## src/rtl/dds_cmd_parser.sv

```systemverilog
// Decodes 8-byte command frames (55 AA CMD P3 P2 P1 P0 CHK) from a byte stream
// and drives the DDS value/strobe pairs plus frame ok/err pulses.
//
// state   | meaning
// IDLE    | hunting for HDR0
// H1      | HDR0 seen, expecting HDR1
// CMD     | expecting command byte
// PAY     | collecting the 4 payload bytes, big-endian
// CHK     | expecting checksum byte, which must carry i_last
// DISCARD | overlong frame, dropping bytes up to i_last
module dds_cmd_parser #(
  parameter logic [7:0] HDR0     = 8'h55,
  parameter logic [7:0] HDR1     = 8'hAA,
  parameter int         DUTY_MAX = 1000
) (
  input  logic        i_clk,
  input  logic        i_rst,
  input  logic [7:0]  i_data,
  input  logic        i_valid,
  input  logic        i_last,
  output logic        o_run,
  output logic        o_run_vld,
  output logic [26:0] o_fword,
  output logic        o_fword_vld,
  output logic [7:0]  o_pword,
  output logic        o_pword_vld,
  output logic [2:0]  o_mode,
  output logic [9:0]  o_dds_duty,
  output logic        o_dds_duty_vld,
  output logic        o_mode_vld,
  output logic        o_frame_ok,
  output logic        o_frame_err
);

  typedef enum logic [2:0] {
    S_IDLE, S_H1, S_CMD, S_PAY, S_CHK, S_DISCARD
  } state_t;

  state_t      state;
  logic [7:0]  cmd_q;
  logic [31:0] payload_q;
  logic [7:0]  xor_q;
  logic [1:0]  cnt_q;

  logic chk_ok, cmd_ok, duty_ok, frame_good;

  assign chk_ok     = (xor_q == i_data);
  assign cmd_ok     = (cmd_q >= 8'h01) && (cmd_q <= 8'h05);
  assign duty_ok    = (payload_q <= 32'(DUTY_MAX));
  assign frame_good = chk_ok && cmd_ok && ((cmd_q != 8'h05) || duty_ok);

  always_ff @(posedge i_clk) begin
    if (i_rst) begin
      state          <= S_IDLE;
      cmd_q          <= '0;
      payload_q      <= '0;
      xor_q          <= '0;
      cnt_q          <= '0;
      o_run          <= 1'b1;
      o_fword        <= 27'd320000;
      o_pword        <= '0;
      o_mode         <= '0;
      o_dds_duty     <= 10'd500;
      o_run_vld      <= 1'b0;
      o_fword_vld    <= 1'b0;
      o_pword_vld    <= 1'b0;
      o_mode_vld     <= 1'b0;
      o_dds_duty_vld <= 1'b0;
      o_frame_ok     <= 1'b0;
      o_frame_err    <= 1'b0;
    end else begin
      o_run_vld      <= 1'b0;
      o_fword_vld    <= 1'b0;
      o_pword_vld    <= 1'b0;
      o_mode_vld     <= 1'b0;
      o_dds_duty_vld <= 1'b0;
      o_frame_ok     <= 1'b0;
      o_frame_err    <= 1'b0;
      if (i_valid) begin
        case (state)
          S_IDLE: if (i_data == HDR0 && !i_last) state <= S_H1;
          S_H1: begin
            if (i_last) begin
              o_frame_err <= 1'b1;
              state       <= S_IDLE;
            end else if (i_data == HDR1) begin
              state <= S_CMD;
            end else if (i_data != HDR0) begin
              state <= S_IDLE;
            end
          end
          S_CMD: begin
            if (i_last) begin
              o_frame_err <= 1'b1;
              state       <= S_IDLE;
            end else begin
              cmd_q <= i_data;
              xor_q <= i_data;
              cnt_q <= '0;
              state <= S_PAY;
            end
          end
          S_PAY: begin
            if (i_last) begin
              o_frame_err <= 1'b1;
              state       <= S_IDLE;
            end else begin
              payload_q <= {payload_q[23:0], i_data};
              xor_q     <= xor_q ^ i_data;
              cnt_q     <= cnt_q + 2'd1;
              if (cnt_q == 2'd3) state <= S_CHK;
            end
          end
          S_CHK: begin
            if (!i_last) begin
              o_frame_err <= 1'b1;
              state       <= S_DISCARD;
            end else begin
              state <= S_IDLE;
              if (frame_good) begin
                o_frame_ok <= 1'b1;
                case (cmd_q[2:0])
                  3'd1: begin o_run      <= payload_q[0];    o_run_vld      <= 1'b1; end
                  3'd2: begin o_fword    <= payload_q[26:0]; o_fword_vld    <= 1'b1; end
                  3'd3: begin o_pword    <= payload_q[7:0];  o_pword_vld    <= 1'b1; end
                  3'd4: begin o_mode     <= payload_q[2:0];  o_mode_vld     <= 1'b1; end
                  3'd5: begin o_dds_duty <= payload_q[9:0];  o_dds_duty_vld <= 1'b1; end
                  default: ;
                endcase
              end else begin
                o_frame_err <= 1'b1;
              end
            end
          end
          S_DISCARD: if (i_last) state <= S_IDLE;
          default: state <= S_IDLE;
        endcase
      end
    end
  end

endmodule

```

## config.mk

```make
export PLATFORM = sky130hd
export DESIGN_NAME = dds_cmd_parser
export DESIGN_NICKNAME = d
export VERILOG_FILES = /design/src/rtl/dds_cmd_parser.sv
export SDC_FILE = /design/constraint.sdc
export NUM_CORES = 1
export LEC_CHECK = 0
export BUFFER_PORTS_ARGS = -buffer_cell sky130_fd_sc_hd__buf_2
export CORE_ASPECT_RATIO = 2
export CORE_MARGIN = 2
export CORE_UTILIZATION = 55
export CTS_BUF_LIST = sky130_fd_sc_hd__clkbuf_2
export DETAILED_ROUTE_END_ITERATION = 8
export GPL_TIMING_DRIVEN = 0
export HOLD_SLACK_MARGIN = 0.06
export MAX_ROUTING_LAYER = met4
export PLACE_DENSITY = 0.78
export SETUP_SLACK_MARGIN = 0.1
export SYNTH_ARGS = -nofsm -noshare
export SYNTH_HDL_FRONTEND = slang
export SYNTH_SLANG_ARGS = --single-unit
```

## constraint.sdc

```tcl
create_clock -name i_clk -period 2.7 [get_ports i_clk]
set_input_delay 0 -clock i_clk [delete_from_list [all_inputs] [get_ports i_clk]]
set_output_delay 0 -clock i_clk [all_outputs]
set_load 0.005 [all_outputs]
```

* Word level (Yosys, flattened, before mapping)
Index checks and enable logic that the tools add are counted.
Storage, ports and cells: bits in registers 109, latch bits 0, RAM bits 0, ROM bits 0, input port bits 12, output and inout port bits 56, logic and storage cells 95, memories kept 0
Cells by class: add/sub/neg operators 1, multipliers 0, divide/modulo/power cells 0, $lt $le $gt $ge 3, equal/unequal tests 22, shifts and indexed selects 0, mux-type cells 26, bitwise gates (word level) 5, reductions and logical operators 21
Operator list (number):
- <= comparator 32 x 10 -> 1 bit (second input constant) | 1
- AND reduction 5 bit | 6
- two-way mux 3 bit | 8
- case mux 3 bit (6 select lines) | 1
- two-way mux 8 bit | 2
- case mux 8 bit (2 select lines) | 1
- == test 3 x 2 -> 1 bit (second input constant) | 4
- == test 3 bit (second input constant) | 4
- two-way mux 1 bit | 9
- == test 8 x 7 -> 1 bit (second input constant) | 1
- == test 8 bit | 1
- == test 8 bit (second input constant) | 1
- greater-or-equal comparator 8 x 1 -> 1 bit (second input constant) | 1
- <= comparator 8 x 3 -> 1 bit (second input constant) | 1
- inequality test 2 bit (second input constant) | 4
- inequality test 8 x 3 -> 1 bit (second input constant) | 1
- inequality test 8 x 7 -> 1 bit (second input constant) | 1
- XOR 8 bit | 1
- == test 3 x 1 -> 1 bit (second input constant) | 2
- two-way mux 2 bit | 3
- AND reduction 3 bit | 2
- OR reduction 5 bit | 1
- logical AND 1 bit | 4
- inequality test 4 bit (second input constant) | 1
- other kinds (14) | 17

* Longest topological paths before layout
Gate-level depths: netlist (run 1).
word-level depth 7, mapped depth 9, depth with buffers taken out 7

* Worst setup path before layout (run 1)
OpenSTA, ideal clock, no wires.
path kind register to register, from register cmd_q[4], to register o_fword[9], arrival 2.124 ns, required time 2.578 ns, slack 0.453 ns, stages on the path, launching flop included 9, path buffers 2, cell sequence dfxtp_1 > nor4_2 > nand4b_1 > or4_4 > or4_4 > buf_6 > buf_6 > nand2_1 > nand3b_1
On the way: cells in the longest elaborated chain, start to end 5
RTL lines:
- start, declared | line 40 | logic [7:0] cmd_q;
- start signal, assigned | line 97 | cmd_q <= i_data;
- greater-or-equal comparator 8 x 1 -> 1 bit / <= comparator 8 x 3 -> 1 bit (equally long branches) | line 48 | assign cmd_ok = (cmd_q >= 8'h01) && (cmd_q <= 8'h05);
- logical AND 1 bit | line 48
- logical AND 1 bit | line 50 | assign frame_good = chk_ok && cmd_ok && ((cmd_q != 8'h05) || duty_ok);
- logical AND 1 bit (*) | line 50
- AND reduction 5 bit (no line) (*)
- end signal, assigned | line 60 | o_fword <= 27'd320000;
- end signal, assigned | line 124 | 3'd2: begin o_fword <= payload_q[26:0]; o_fword_vld <= 1'b1; end
- end, declared | line 23 | output logic [26:0] o_fword,
Mark *: on every way between the ends. The rest lies on a longest branch, timed or not. A chain may end at the register's enable or synchronous reset.

* Final worst setup path (run 1)
from register cmd_q[4], to register o_fword[15]
The elaborated chain is that of the path after synthesis.

==> results of run 1 <==
## worst register-to-register path, cell delays in order, from the launching register on
cell and delay (ns):
dfxtp_1 0.38, nor4_2 0.31, nand4b_1 0.19, or4_4 0.57
or4_4 0.51, buf_6 0.16, buf_6 0.15, nand2_1 0.08
nand3b_1 0.08
## per-layer routing
metal  routed length [µm]  part of all wire
met5                    0                 0
met4                  319             0.029
met3                  651             0.060
met2                 5140              0.47
met1                 4770              0.44
## metrics by stage
step | hold slack [ns] | setup WS [ns] | cell area, µm² | instances
finish | 0.247 | 0.211 | 5120 | 724
global route | 0.237 | 0.0850 | 5120 | 724
CTS | 0.226 | 0.120 | 5100 | 723
detailed placement | 0.321 | 0.141 | 4840 | 695
global placement | 0.322 | 0.202 | 4840 | 695
floorplan | 0.136 | 0.453 | 4410 | 536
## state kept, by name, summed over array words and instances, names as in the netlist
name	flops
o_mode	3
o_frame_ok	1
o_dds_duty	10
o_pword_vld	1
o_fword	27
o_run	1
cnt_q	2
payload_q	32
o_mode_vld	1
o_frame_err	1
o_pword	8
state	3
xor_q	8
o_dds_duty_vld	1
o_fword_vld	1
o_run_vld	1
cmd_q	8
## worst max-delay path by stage
stage,from,endpoint
2_1_floorplan,cmd_q[4],o_fword[9]
3_3_place_gp,state[2],o_mode[1]
3_5_place_dp,state[2],o_mode[0]
4_1_cts,cmd_q[4],o_fword[16]
5_1_grt,payload_q[7],o_frame_err
6_report,cmd_q[4],o_fword[15]
## cell type report
class	instances	area (µm²)
clock buffers	10	50.0
multi-input cells	387	2050
plain buffers	38	178
well taps	96	120
clock inverters	6	86.3
fillers	702	2710
repair buffers	76	443
flip-flops and latches	109	2180
inverters	2	7.51
## layout by cell type (no fill, tap or decap), types with 4 or more instances in the layout
master	instances
buf_2	64
nor2_1	47
clkbuf_2	10
mux2i_1	23
dlygate4sd3_1	12
nand2_1	137
nor4_1	7
nand2b_1	12
nand3b_1	6
dfxtp_1	109
a22oi_1	8
clkbuf_1	29
buf_4	4
xnor2_1	9
o21ai_0	19
nand3_1	6
and3_1	4
a21oi_1	76
## timing repair
item                                    CTS  global route
hold buffers                             12             0
endpoints found under the setup margin    3            25
gates resized for setup                   1             1
pin swaps                                 0             3
buffers inserted                          0             1
hold endpoints to repair                 44             0
## cells by family after synthesis
group | count (synthesis) | share of synthesized area
AND/OR/NAND/NOR | 245 | 0.258
adder cells (fa/ha/maj) | 1 | 0.00284
flip-flops | 109 | 0.495
multiplexers | 23 | 0.0523
XOR/XNOR | 9 | 0.0179
buffers and inverters | 40 | 0.0420
AO/OA/AOI/OAI | 109 | 0.132
## power by group through the flow
| stage | sequential, µW | combinational, µW | clock [µW] |
|---|---|---|---|
| after global routing | 1620 | 99.9 | 908 |
| after global placement | 1640 | 77.0 | 0 |
| final | 1620 | 93.1 | 829 |
| after CTS | 1620 | 90.2 | 844 |
| after floorplan | 1640 | 44.7 | 0 |
| after detailed placement | 1640 | 77.4 | 0 |
==> run metrics, run 1 <==
via count 4045; dominant cell type by area after synthesis dfxtp_1; Synth top area share 0.495; Layout Skew 0.0345 ns; worst path cell trace nor4_2, nand4b_1, or4_4, or4_4, buf_6, buf_6, nand2_1, nand3b_1; Leak 0.00195 µW; Post-synth EDFFs 0; R2R depth 8; final WL 10900 µm; first-pass GRT wire length 17600 µm; RSZ-0062 raised after global routing yes; TritonCTS Sinks 109; max-slew violation count 0; largest net degree at the start of global routing 18; data required time of the worst path 3.20 ns; Pint 1960 µW; TritonCTS Buffers 9; vias in the first global route 3606; fin nets 636; post-route DRC violation count 0; Critical Path Stages 8; average size of a mapped cell 8.22 µm²; row count 46; Starting Density 0.563; min cycle time layout 2.49 ns; GR Util met1 0.347; met2 Use GR 0.421; CP max stage delay 0.57 ns; Ant. Diodes 0; Die ar. 0.00879 mm²; NetSw 579 µW; critical path class reg -> reg; combinational group share of total power 0.037; IO Pins 68; ANT nets after route 0; Clock Power Share 0.327; critical path's slowest cell or4_4; clk buf depth 2; core area 0.00783 mm²; Design Power 2540 µW; r2r endpoint o_fword[15]; period utilization 0.922; hold_sp i_data[5]; Syn Nets 549; final setup fails 0; post-synthesis sequential area ratio 0.495; Max Cap Viol 0; R2R Setup Slk 0.21 ns; ys flop type dfxtp_1; most crowded layer after global routing met2; Commonest cells post-synth nand2_1 (137), dfxtp_1 (109), a21oi_1 (76); Layout area overhead 16.2%; CTS tree yes; status completed; GRT Overall Usage 0.269; total grt overflow 0; type of origin of the critical path flip-flop; Die Wd 67.3 µm; actual slew at the worst max-slew pin 0.582 ns; HPWL after detailed placement 7660 µm; per-cell routed wire length 15.0 µm; fraction of layout cells with a size suffix above 1 0.146; synth top area cells dfxtp_1 (50%), nand2_1 (12%), a21oi_1 (8.6%), mux2i_1 (5.2%), nor2_1 (4.0%); Critical Path AT 2.99 ns; Critical path buffers and inverters 2; yosys warns 0; final estimated routing congestion in global placement 0.888; power share of the sequential group 0.637; CP Max Fanout 10; Synth async-reset ratio 0; Cells after Synth 536; Synth cell types 37; Worst Hold Path EP payload_q[5]; # port buffers 63; kind of path behind the tightest hold check in -> reg; #FFs+latches synth 109; CP Capture Type flip-flop; mapped cell area 0.00441 mm²; VDD IR max 0.553 mV; DR iter-0 viols 279; hold depth 4; CP delay by family, top simple AND/OR/NAND/NOR gates; Final Hold Viols 0; switch share 0.228; clk_lat worst skew 0.59 ns; pwr/cell area 496 mW/mm²; Worst-path clk slew 0.26 ns; Setup TNS 0 ns; f_max 402 MHz; vias per cell 5.59; initial antenna violation count 0; R2R Path Start cmd_q[4]; post-layout util 0.654; Root Driver clkbuf_2; met3 usage 0.0428; die height 131 µm; First-pass DRT Iterations 5; worst rel slew slack 0.609; most numerous cell in the Yosys netlist nand2_1; H-tree depth 3
Note: power is estimated with default switching activity, not from simulation.
==> run 2: changes to the inputs <==
==> constraint.sdc (replaced) <==
create_clock -name i_clk -period 2.7 [get_ports i_clk]
set_input_delay 0.54 -clock i_clk [delete_from_list [all_inputs] [get_ports i_clk]]
set_output_delay 0.54 -clock i_clk [all_outputs]
set_load 0.005 [all_outputs]
==> run metrics, run 2 (synthesis results as in run 1) <==
status completed (unchanged); R2R Setup Slk 0.20 ns (was 0.21 ns); hold depth 3 (was 4); kind of path behind the tightest hold check in -> reg (unchanged); VDD IR max 0.561 mV (was 0.553 mV); data required time of the worst path 3.21 ns (was 3.20 ns); # port buffers 63 (unchanged); Critical path buffers and inverters 1 (was 2); CP Capture Type flip-flop (unchanged); Critical Path Stages 6 (was 8); routed wl met3 605 µm (was 651 µm); min cycle time layout 2.50 ns (was 2.49 ns); met2 WL 5170 µm (was 5140 µm); Die ar. 0.00879 mm² (unchanged); type of origin of the critical path flip-flop (unchanged); most flop-heavy register payload_q (unchanged); via count 3983 (was 4045); final setup fails 0 (unchanged); row count 46 (unchanged); Register Area 0.00218 mm² (unchanged); RSZ-0062 raised after global routing no (was yes); initial antenna violation count 0 (unchanged); Final Hold Viols 0 (unchanged); CP delay by family, top simple AND/OR/NAND/NOR gates (unchanged); per-cell routed wire length 15.2 µm (was 15.0 µm); Ant. Diodes 0 (unchanged); CP Max Fanout 10 (unchanged); die height 131 µm (unchanged); placed inst area 0.00484 mm² (unchanged); fraction of layout cells with a size suffix above 1 0.148 (was 0.146); largest net degree at the start of global routing 18 (unchanged); post-route DRC violation count 0 (unchanged); worst rel slew slack 0.613 (was 0.609); vias in the first global route 3538 (was 3606); TritonCTS Buffers 9 (unchanged); Design Power 2520 µW (was 2540 µW); final estimated routing congestion in global placement 0.888 (unchanged); pre-CTS WS -0.0718 ns (was 0.141 ns); fin nets 624 (was 636); Layout Skew 0.0279 ns (was 0.0345 ns); top sig layer met4 (unchanged); final WL 10800 µm (was 10900 µm); Worst-path clk slew 0.26 ns (about the same); max-slew violation count 0 (unchanged); Starting Density 0.563 (unchanged); CP Launch Point payload_q[13] (was cmd_q[4]); DR iter-0 viols 280 (was 279); IO Pins 68 (unchanged); period utilization 0.924 (was 0.922); r2r endpoint o_dds_duty[5] (was o_fword[15]); core area 0.00783 mm² (unchanged); critical path class reg -> reg (unchanged); clk_lat worst skew 0.59 ns (about the same); pwr/cell area 506 mW/mm² (was 496 mW/mm²); Top Registers payload_q (32), o_fword (27), o_dds_duty (10) (unchanged); Fillers 724 (was 702); max reg flops 32 (unchanged); Leak 0.00190 µW (was 0.00195 µW); post-layout util 0.638 (was 0.654); R2R depth 6 (was 8); first-pass GRT wire length 17400 µm (was 17600 µm); Layout area overhead 13.3% (was 16.2%); TritonCTS Sinks 109 (unchanged); metal1 wirelength 4780 µm (was 4770 µm); CP most frequent cell nor4_1; final worst slack 0.204 ns (was 0.211 ns); total grt overflow 0 (unchanged); cts hold-fix bufs 0 (was 12); Critical Path AT 3.01 ns (was 2.99 ns); end of the critical path o_dds_duty[5] (was o_fword[15]); critical path's slowest cell or4_1 (was or4_4); CTS tree yes (unchanged); Root Driver clkbuf_2 (unchanged); CP max stage delay 0.54 ns (was 0.57 ns); GRT Overall Usage 0.267 (was 0.269); commonest non-fill, non-tap cell in the layout nand2_1 (unchanged); Final Instance Count excl. Fillers 712 (was 724); First-pass DRT Iterations 5 (unchanged); ANT nets after route 0 (unchanged); Max Cap Viol 0 (unchanged); worst path cell trace or4_1, nor4_1, a21oi_1, nor4_1, buf_2, mux2i_1 (was nor4_2, nand4b_1, or4_4, or4_4, buf_6, buf_6, nand2_1, nand3b_1); actual slew at the worst max-slew pin 0.577 ns (was 0.582 ns); most frequent cells in the layout nand2_1 (137), dfxtp_1 (109), a21oi_1 (76) (unchanged); R2R Path Start payload_q[13] (was cmd_q[4]); f_max 401 MHz (was 402 MHz); clk buf depth 2 (unchanged); area of the multi-input gates 0.00204 mm² (was 0.00205 mm²); HPWL after detailed placement 7660 µm (unchanged); H-tree depth 3 (unchanged); fin area 0.00499 mm² (was 0.00512 mm²); vias per cell 5.59 (about the same); Die Wd 67.3 µm (unchanged); dpl cells 695 (unchanged)
## run 2: what timing repair did
| action | 4_1_cts | 5_1_grt |
|---|---|---|
| gates resized for setup | 1 | 0 |
| pin swaps | 0 | 3 |
| gates cloned | 0 | 0 |
| buffers inserted | 0 | 1 |
| endpoints found under the setup margin | 3 | 24 |
## run 2: power breakdown
group | internal (µW) | switching (µW)
logic | 22.2 | 58.2
clock network | 311 | 518
registers | 1620 | 0.0637
total | 1950 | 576
## run 2: tightest hold or removal path, stage by stage
cell and delay [ns]:
buf_2 0.15, nand2_1 0.07, a21oi_1 0.05
## run 2: worst min-delay path by stage
stage,start,end,slack (ns)
global route,i_data[1],payload_q[1],0.22
global placement,o_fword[6],o_fword[6],0.44
detailed placement,o_fword[5],o_fword[5],0.44
CTS,i_data[6],payload_q[6],0.21
floorplan,cnt_q[1],cnt_q[1],0.44
finish,i_data[5],payload_q[5],0.24
## run 2: stage by stage
stage,hold slack (ns),setup TNS [ns]
2_1_floorplan,0.436,0
4_1_cts,0.215,0
3_3_place_gp,0.436,-0.437
3_5_place_dp,0.440,-0.861
6_report,0.237,0
5_1_grt,0.217,0
## run 2: final cells by class
class                           instances  area share
Clock buffer                           10      0.0100
Clock inverter                          6      0.0173
Timing Repair Buffer                   64      0.0647
Tap cell                               96      0.0241
Multi-Input combinational cell        387       0.410
Inverter                                2     0.00150
Sequential cell                       109       0.437
Buffer                                 38      0.0356
## run 2: metal layers
metal	vias up	global-route usage
met5	-	-
met4	0	0.107
met3	22	0.0420
met2	130	0.415
li1	1968	-
met1	1863	0.347
==> run 3: changes to the inputs <==
--- a/config.mk
+++ b/config.mk
@@ -6,7 +6,7 @@
 export NUM_CORES = 1
 export LEC_CHECK = 0
 export BUFFER_PORTS_ARGS = -buffer_cell sky130_fd_sc_hd__buf_2
-export CORE_ASPECT_RATIO = 2
+export CORE_ASPECT_RATIO = 0.6
 export CORE_MARGIN = 2
 export CORE_UTILIZATION = 55
 export CTS_BUF_LIST = sky130_fd_sc_hd__clkbuf_2
==> run metrics, run 3 (synthesis results as in run 1) <==
max-slew violation count 0 (unchanged); vias in the first global route 3696 (was 3538); critical path class reg -> reg (unchanged); cts hold-fix bufs 0 (unchanged); via count 4154 (was 3983); post-route DRC violation count 0 (unchanged); Top Registers payload_q (32), o_fword (27), o_dds_duty (10) (unchanged); fraction of layout cells with a size suffix above 1 0.157 (was 0.148); Final Instance Count excl. Fillers 727 (was 712); f_max 390 MHz (was 401 MHz); pre-CTS WS -0.146 ns (was -0.0718 ns); Ant. Diodes 0 (unchanged); post-layout util 0.647 (was 0.638); CP max stage delay 0.60 ns (was 0.54 ns); Critical Path AT 3.08 ns (was 3.01 ns); pwr/cell area 501 mW/mm² (was 506 mW/mm²); Leak 0.00192 µW (was 0.00190 µW); ANT nets after route 0 (unchanged); Register Area 0.00218 mm² (about the same); final WL 11700 µm (was 10800 µm); final estimated routing congestion in global placement 0.934 (was 0.888); CTS tree yes (unchanged); final worst slack 0.133 ns (was 0.204 ns); CP Capture Type flip-flop (unchanged); clk buf depth 2 (unchanged); per-cell routed wire length 16.1 µm (was 15.2 µm); H-tree depth 3 (unchanged); vias per cell 5.71 (was 5.59); fin nets 627 (was 624); CP Max Fanout 10 (unchanged); largest net degree at the start of global routing 21 (was 18); Layout area overhead 14.8% (was 13.3%); row count 25 (was 46); die height 73.3 µm (was 131 µm); min cycle time layout 2.57 ns (was 2.50 ns); worst path cell trace nor4_4, nand4b_1, or4_4, or4_4, buf_6, buf_6, nand2_1, a21oi_1 (was or4_1, nor4_1, a21oi_1, nor4_1, buf_2, mux2i_1); worst rel slew slack 0.573 (was 0.613); Starting Density 0.563 (about the same); TritonCTS Sinks 109 (unchanged); HPWL after detailed placement 8540 µm (was 7660 µm); GRT Overall Usage 0.289 (was 0.267); Die Wd 120 µm (was 67.3 µm); Root Driver clkbuf_2 (unchanged); First-pass DRT Iterations 5 (unchanged); dpl cells 707 (was 695); Critical path buffers and inverters 2 (was 1); Final Hold Viols 0 (unchanged); CP delay by family, top simple AND/OR/NAND/NOR gates (unchanged); area of the multi-input gates 0.00207 mm² (was 0.00204 mm²); total grt overflow 0 (unchanged); first-pass GRT wire length 18900 µm (was 17400 µm); Worst-path clk slew 0.32 ns (was 0.26 ns); clk_lat worst skew 0.64 ns (was 0.59 ns); TritonCTS Buffers 9 (unchanged); status completed (unchanged); data required time of the worst path 3.21 ns (about the same); actual slew at the worst max-slew pin 0.640 ns (was 0.577 ns); Design Power 2540 µW (was 2520 µW); Die ar. 0.00877 mm² (was 0.00879 mm²); DR iter-0 viols 519 (was 280); Fillers 661 (was 724); type of origin of the critical path flip-flop (unchanged); max reg flops 32 (unchanged); VDD IR max 0.244 mV (was 0.561 mV); Setup TNS 0 ns (unchanged); period utilization 0.951 (was 0.924); Max Cap Viol 0 (unchanged); most frequent cells in the layout nand2_1 (137), dfxtp_1 (108), a21oi_1 (76) (was nand2_1 (137), dfxtp_1 (109), a21oi_1 (76)); most flop-heavy register payload_q (unchanged); final setup fails 0 (unchanged); RSZ-0062 raised after global routing no (unchanged); kind of path behind the tightest hold check in -> reg (unchanged); Layout Skew 0.0424 ns (was 0.0279 ns); critical path's slowest cell or4_4 (was or4_1); IO Pins 68 (unchanged); initial antenna violation count 0 (unchanged); # port buffers 63 (unchanged); core area 0.00782 mm² (was 0.00783 mm²); commonest non-fill, non-tap cell in the layout nand2_1 (unchanged)
==> run 3: cell count changes in the layout (fill, tap and decap cells not counted), moves of 2 or more <==
cell,change
inv_8,+2
nor4_4,+2
buf_4,+3
nor4_2,-2
==> run 3: what timing repair did <==
item | in CTS | in global routing
buffers inserted | 0 | 4
pin swaps | 0 | 3
endpoints found under the hold margin | 0 | 0
setup endpoints to repair | 5 | 31
gates resized for setup | 1 | 5
==> run 3: tightest hold or removal path, stage by stage <==
cell and delay, ns:
buf_2 0.15, nand2_1 0.07, a21oi_1 0.05
==> run 3: metal layers <==
layer	global-route usage	wire (µm)	part of all wire	up-vias
met2	0.395	4680	0.40	198
met4	0.0719	123	0.011	0
met3	0.0800	1100	0.094	18
met1	0.421	5790	0.49	1963
li1	-	-	-	1975
met5	-	0	0	-
==> run 3: path summary, 6_finish.rpt <==
kind / from / endpoint / slack [ns] / depth (start not counted)
worst max-delay path: cmd_q[4] / o_fword[22] / 0.13 / 8
worst min-delay path: i_data[3] / payload_q[3] / 0.18 / 3
worst max register to register: cmd_q[4] / o_fword[22] / 0.13 / 8
worst min register to register: payload_q[29] / payload_q[29] / 0.47 / 2
==> run 3: cell type report <==
class,count,share of cell area
buffer,38,0.0356
clock inverter,7,0.0186
clock buffer,9,0.00891
timing repair buffer,67,0.0683
sequential,109,0.432
inverter,2,0.00148
tap,108,0.0267
multi-input combinational,387,0.409
==> run 3: power by group <==
part           total [µW]  internal [µW]  switching [µW]
clock                 836            242             595
combinational        81.6           21.4            60.2
sequential           1620           1620          0.0573
==> run 3: stage by stage <==
stage | hold WS (ns) | area [µm²]
after global routing | 0.139 | 5060
after CTS | 0.149 | 5000
final | 0.179 | 5060
after detailed placement | 0.445 | 4860
after floorplan | 0.436 | 4410
after global placement | 0.439 | 4860
